File: config.mk
export PLATFORM = sky130hd
export DESIGN_NAME = shift_sched
export DESIGN_NICKNAME = d
export VERILOG_FILES = /design/src/rtl/shift_sched.sv
export SDC_FILE = /design/constraint.sdc
export NUM_CORES = 1
export LEC_CHECK = 0
export ABC_AREA = 1
export BUFFER_PORTS_ARGS = -buffer_cell sky130_fd_sc_hd__buf_2
export CAP_MARGIN = 20
export CORE_ASPECT_RATIO = 1.1
export CORE_UTILIZATION = 41
export CTS_CLUSTER_SIZE = 20
export DETAILED_ROUTE_END_ITERATION = 8
export PLACE_DENSITY = 0.74
export REMOVE_ABC_BUFFERS = 1
export SYNTH_ARGS = -nofsm -noshare
export SYNTH_HDL_FRONTEND = slang
export SYNTH_SLANG_ARGS = --single-unit
File: constraint.sdc
create_clock -name clk -period 1.6 [get_ports clk]
set_clock_uncertainty 0.1 [all_clocks]
set_input_delay 0.24 -clock clk [delete_from_list [all_inputs] [get_ports clk]]
set_output_delay 0.24 -clock clk [all_outputs]
set_load 0.01 [all_outputs]
File: src/rtl/shift_sched.sv
`default_nettype none
// ============================================================================
// Module   : shift_sched
// Purpose  : Round-robin two-port front end for one shared external 32-bit
//            shifter: latch winner, drive shifter, capture, respond.
// Revision : 1.0
// ============================================================================
module shift_sched #(
    parameter int XLEN = 32,
    parameter int SHW  = 5,
    parameter int CNTW = 16
) (
    input  logic            clk,
    input  logic            rst_n,
    input  logic            flush,

    input  logic            r0_req_valid,
    output logic            r0_req_ready,
    input  logic [XLEN-1:0] r0_req_data,
    input  logic [SHW-1:0]  r0_req_shamt,
    input  logic            r0_req_l_or_r,
    input  logic            r0_req_a_or_l,
    output logic            r0_resp_valid,
    input  logic            r0_resp_ready,
    output logic [XLEN-1:0] r0_resp_data,

    input  logic            r1_req_valid,
    output logic            r1_req_ready,
    input  logic [XLEN-1:0] r1_req_data,
    input  logic [SHW-1:0]  r1_req_shamt,
    input  logic            r1_req_l_or_r,
    input  logic            r1_req_a_or_l,
    output logic            r1_resp_valid,
    input  logic            r1_resp_ready,
    output logic [XLEN-1:0] r1_resp_data,

    output logic [XLEN-1:0] sh_data,
    output logic [SHW-1:0]  sh_shamt,
    output logic            sh_l_or_r,
    output logic            sh_a_or_l,
    input  logic [XLEN-1:0] sh_out_q,

    output logic            busy,
    output logic [CNTW-1:0] op_count
);

    typedef enum logic [1:0] {
        ST_IDLE  = 2'd0,
        ST_ISSUE = 2'd1,
        ST_RESP  = 2'd2
    } state_t;

    localparam logic [CNTW-1:0] c_cnt_one = {{(CNTW-1){1'b0}}, 1'b1};

    state_t            r_state;
    state_t            w_state_nxt;
    logic              r_prio;
    logic              r_owner;
    logic [XLEN-1:0]   r_sh_data;
    logic [SHW-1:0]    r_sh_shamt;
    logic              r_sh_l_or_r;
    logic              r_sh_a_or_l;
    logic [XLEN-1:0]   r_result;
    logic [CNTW-1:0]   r_op_count;

    logic              w_grant0;
    logic              w_grant1;
    logic              w_accept_ok;
    logic              w_accept;
    logic              w_resp_hs;

    // Ready is gated by rst_n so no handshake can be seen while in reset.
    always_comb begin
        w_grant0     = r0_req_valid & (~r1_req_valid | ~r_prio);
        w_grant1     = r1_req_valid & (~r0_req_valid |  r_prio);
        w_accept_ok  = (r_state == ST_IDLE) & ~flush & rst_n;
        r0_req_ready = w_accept_ok & w_grant0;
        r1_req_ready = w_accept_ok & w_grant1;
        w_accept     = r0_req_ready | r1_req_ready;
        w_resp_hs    = (r_state == ST_RESP) & ~flush &
                       (r_owner ? r1_resp_ready : r0_resp_ready);

        w_state_nxt = r_state;
        case (r_state)
            ST_IDLE:  if (w_accept)  w_state_nxt = ST_ISSUE;
            ST_ISSUE: w_state_nxt = flush ? ST_IDLE : ST_RESP;
            ST_RESP:  if (flush || w_resp_hs) w_state_nxt = ST_IDLE;
            default:  w_state_nxt = ST_IDLE;
        endcase
    end

    always_ff @(posedge clk or negedge rst_n) begin
        if (!rst_n) begin
            r_state <= ST_IDLE;
        end else begin
            r_state <= w_state_nxt;
        end
    end

    always_ff @(posedge clk or negedge rst_n) begin
        if (!rst_n) begin
            r_owner     <= 1'b0;
            r_sh_data   <= '0;
            r_sh_shamt  <= '0;
            r_sh_l_or_r <= 1'b0;
            r_sh_a_or_l <= 1'b0;
        end else if (w_accept) begin
            r_owner     <= r1_req_ready;
            r_sh_data   <= r1_req_ready ? r1_req_data   : r0_req_data;
            r_sh_shamt  <= r1_req_ready ? r1_req_shamt  : r0_req_shamt;
            r_sh_l_or_r <= r1_req_ready ? r1_req_l_or_r : r0_req_l_or_r;
            r_sh_a_or_l <= r1_req_ready ? r1_req_a_or_l : r0_req_a_or_l;
        end
    end

    always_ff @(posedge clk or negedge rst_n) begin
        if (!rst_n) begin
            r_result <= '0;
        end else if ((r_state == ST_ISSUE) && !flush) begin
            r_result <= sh_out_q;
        end
    end

    // A flushed response never completes, so prio and the count stay put.
    always_ff @(posedge clk or negedge rst_n) begin
        if (!rst_n) begin
            r_prio     <= 1'b0;
            r_op_count <= '0;
        end else if (w_resp_hs) begin
            r_prio     <= ~r_owner;
            r_op_count <= r_op_count + c_cnt_one;
        end
    end

    assign r0_resp_valid = (r_state == ST_RESP) & ~r_owner;
    assign r1_resp_valid = (r_state == ST_RESP) &  r_owner;
    assign r0_resp_data  = r_result;
    assign r1_resp_data  = r_result;
    assign sh_data       = r_sh_data;
    assign sh_shamt      = r_sh_shamt;
    assign sh_l_or_r     = r_sh_l_or_r;
    assign sh_a_or_l     = r_sh_a_or_l;
    assign busy          = (r_state != ST_IDLE);
    assign op_count      = r_op_count;

endmodule
`default_nettype wire

==> metrics <==
Seq/Total Area, Yosys 0.513; Synth-to-Final Area Change 38.1%; Die H 111 um; Pwr Density 1520 nW/um^2; gpl congestion 0.798; Final Max Tran Viols 0; worst-margin pin slew 0.494 ns; CP max FO 3; VDD IR max 0.719 mV; synthesized area 4440 sq um; status completed; largest family of logic cells by synthesized area simple AND/OR/NAND/NOR gates; Final Critical Period 1.60 ns; xor/xnor share of the synthesized area 0.0158; Synth Area in Simple Gates 0.250; Placement Cell Area 5630 sq um; compound-cell area share of the yosys netlist 0.0124; hold slack 0.0196 ns; Tot Pwr 0.00933 W; hold wc startpoint r1_req_data[29]; vias in the first global route 4029; max_cap viols 0; Sequential Area 2280 sq um; setup ws final 0.00291 ns; Final ANT Viol Nets 0; clock tree buffer depth 2; Setup TNS 0 ns; clock latency on the worst-skew pair 0.33 ns; # setup viols final 0; Global Route Usage Sum 0.212; post-DR wirelength/cell 14.0 um; Fmax 626 MHz; hold path depth 3; filler cell count 947; Tightest Hold Check Type primary input to flop; CTS H-tree lvls 3; period utilization 0.998; synth warn 0; Synth area leader dfrtp_1; area of the die 11200 sq um; Synth Register Bits 91; Worst R2R Setup Slack 0.06 ns; initial antenna violation count 0; Synth area leaders dfrtp_1, nand2_1, mux2_4, nand3_1, buf_4; Port Buffer Count 240; initial core utilization 0.425; core footprint 10400 sq um; GR Overflow Total 0; path depth of the worst reg2reg path 6; Adder-Cell Fraction of Synth Area 0.00282; Row Count 39; DR vias/cell 4.89; RSZ-0062 raised after global routing yes; Required @ worst endpoint 1.26 ns; syn_area_per_cell 9.49 sq um; Total Wirelength 11800 um; CTS root buffer clkbuf_16; final instance area 6130 sq um; dpl ws 0.105 ns; mux share of post-synthesis cell area 0.106; first-pass GRT wire length 18700 um; HPWL Detailed 8580 um; die extent in x 101 um; diode count 0; Crit Path Class flop to primary output; CTS tree yes; relative slew slack 0.671; Reg2Reg Launch Point r_state[1]$_DFFE_PN0P_; worst setup path start r_state[0]$_DFFE_PN0P_; leakage 3.39 nW; Nets 813; clock buffer count from CTS 9; CP Capture Type primary output; Detailed Routing Iterations Pass 1 4; Top Ports 241; layout cell share with drive strength beyond 1 0.477; TritonCTS sink count 91; Hold Vio Cnt, Final 0; Reg-to-Reg End r0_resp_data[28]$_DFFE_PN0P_; Detailed Route Iter0 Violations 129; DRC errors left 0; via count 4119; Hold EP sh_data[29]$_DFFE_PN0P_; clk slew on worst S/H paths 0.07 ns; post-synth cell types 22; gate count after technology mapping 468; area occupied by multi-input gates 1770 sq um; pin count of the biggest net entering global routing 92; CP arrival 1.26 ns; share of the synthesized area in the top cell type 0.513; CP Launch Type flop
-- logic make-up after synthesis --
logic type	Yosys count
adders and majority gates	1
and+or+nand+nor	256
muxes	32
AOI/OAI and AO/OA	10
DFF	91
xor gates and xnor gates	8
buffers and inverters	70
-- state kept, by name (all words and copies together) (netlist names) --
signal	cells
sh_shamt	5
r_owner	1
sh_a_or_l	1
op_count	16
r0_resp_data	32
sh_data	32
sh_l_or_r	1
r_state	2
r_prio	1
-- cell type report --
type,instances,area share
clock inverters,5,0.0163
flip-flops and latches,91,0.372
inverters,17,0.0112
clock buffers,11,0.0396
multi-input cells,307,0.288
well taps,143,0.0292
repair buffers,269,0.244
-- critical path, stage by stage (launching register included) --
cell and delay [ns]:
dfrtp_1 0.37, inv_2 0.07, nand3_2 0.09, nor2_4 0.13, nand2_4 0.08, inv_4 0.09
buf_6 0.10
-- stage by stage --
stage               utilization  instances
finish                    0.587        843
global route              0.587        843
CTS                       0.582        842
detailed placement        0.539        818
global placement          0.539        818
floorplan                     -        415
-- worst max-delay path by stage --
stage	to	slack, ns
finish	r1_req_ready	0.003
floorplan	r_owner$_DFFE_PN0P_	-0.56
CTS	r0_req_ready	-0.04
global route	r0_req_ready	-0.07
global placement	sh_data[28]$_DFFE_PN0P_	0.14
detailed placement	sh_data[28]$_DFFE_PN0P_	0.10
-- power breakdown --
| part | switching [W] | internal, W | leakage, nW |
|---|---|---|---|
| Clock | 0.000840 | 0.00156 | 0.169 |
| Combinational | 0.00165 | 0.00163 | 2.09 |
| Sequential | 0.000567 | 0.00308 | 1.12 |
-- per-layer routing --
layer / share of wire / vias up / GRT usage
met5: 0 / - / 0
met2: 0.53 / 200 / 0.381
met1: 0.39 / 1952 / 0.243
met3: 0.072 / 17 / 0.0378
li1: - / 1950 / -
met4: 0.013 / 0 / 0.0889
-- cell usage after synthesis (all sizes together) --
master,number
nand3,85
xnor2,2
dfrtp,91
nand4,4
nor2,26
ha,1
buf,53
o21ai,8
inv,17
o31ai,1
nand3b,1
xor2,6
mux2,32
a21boi,1
nand2,140
-- placed cells by master (no fill, tap or decap), drive strengths merged, types with 2 or more instances in the layout --
cell / n
xor2: 6
nand4: 4
clkbuf: 11
dfrtp: 91
nand2: 140
xnor2: 2
nor2: 26
bufinv: 3
clkinv: 2
buf: 268
nand3: 85
inv: 17
mux2: 32
o21ai: 8
-- timing repair --
item / in CTS / in global routing
resized for setup: 9 / 12
buffers inserted: 7 / 1
endpoints found under the hold margin: 91 / 0
endpoints found under the setup margin: 2 / 40
pin swaps: 3 / 2
hold buffers: 1 / 0
Power figures use the tool's default switching activity.
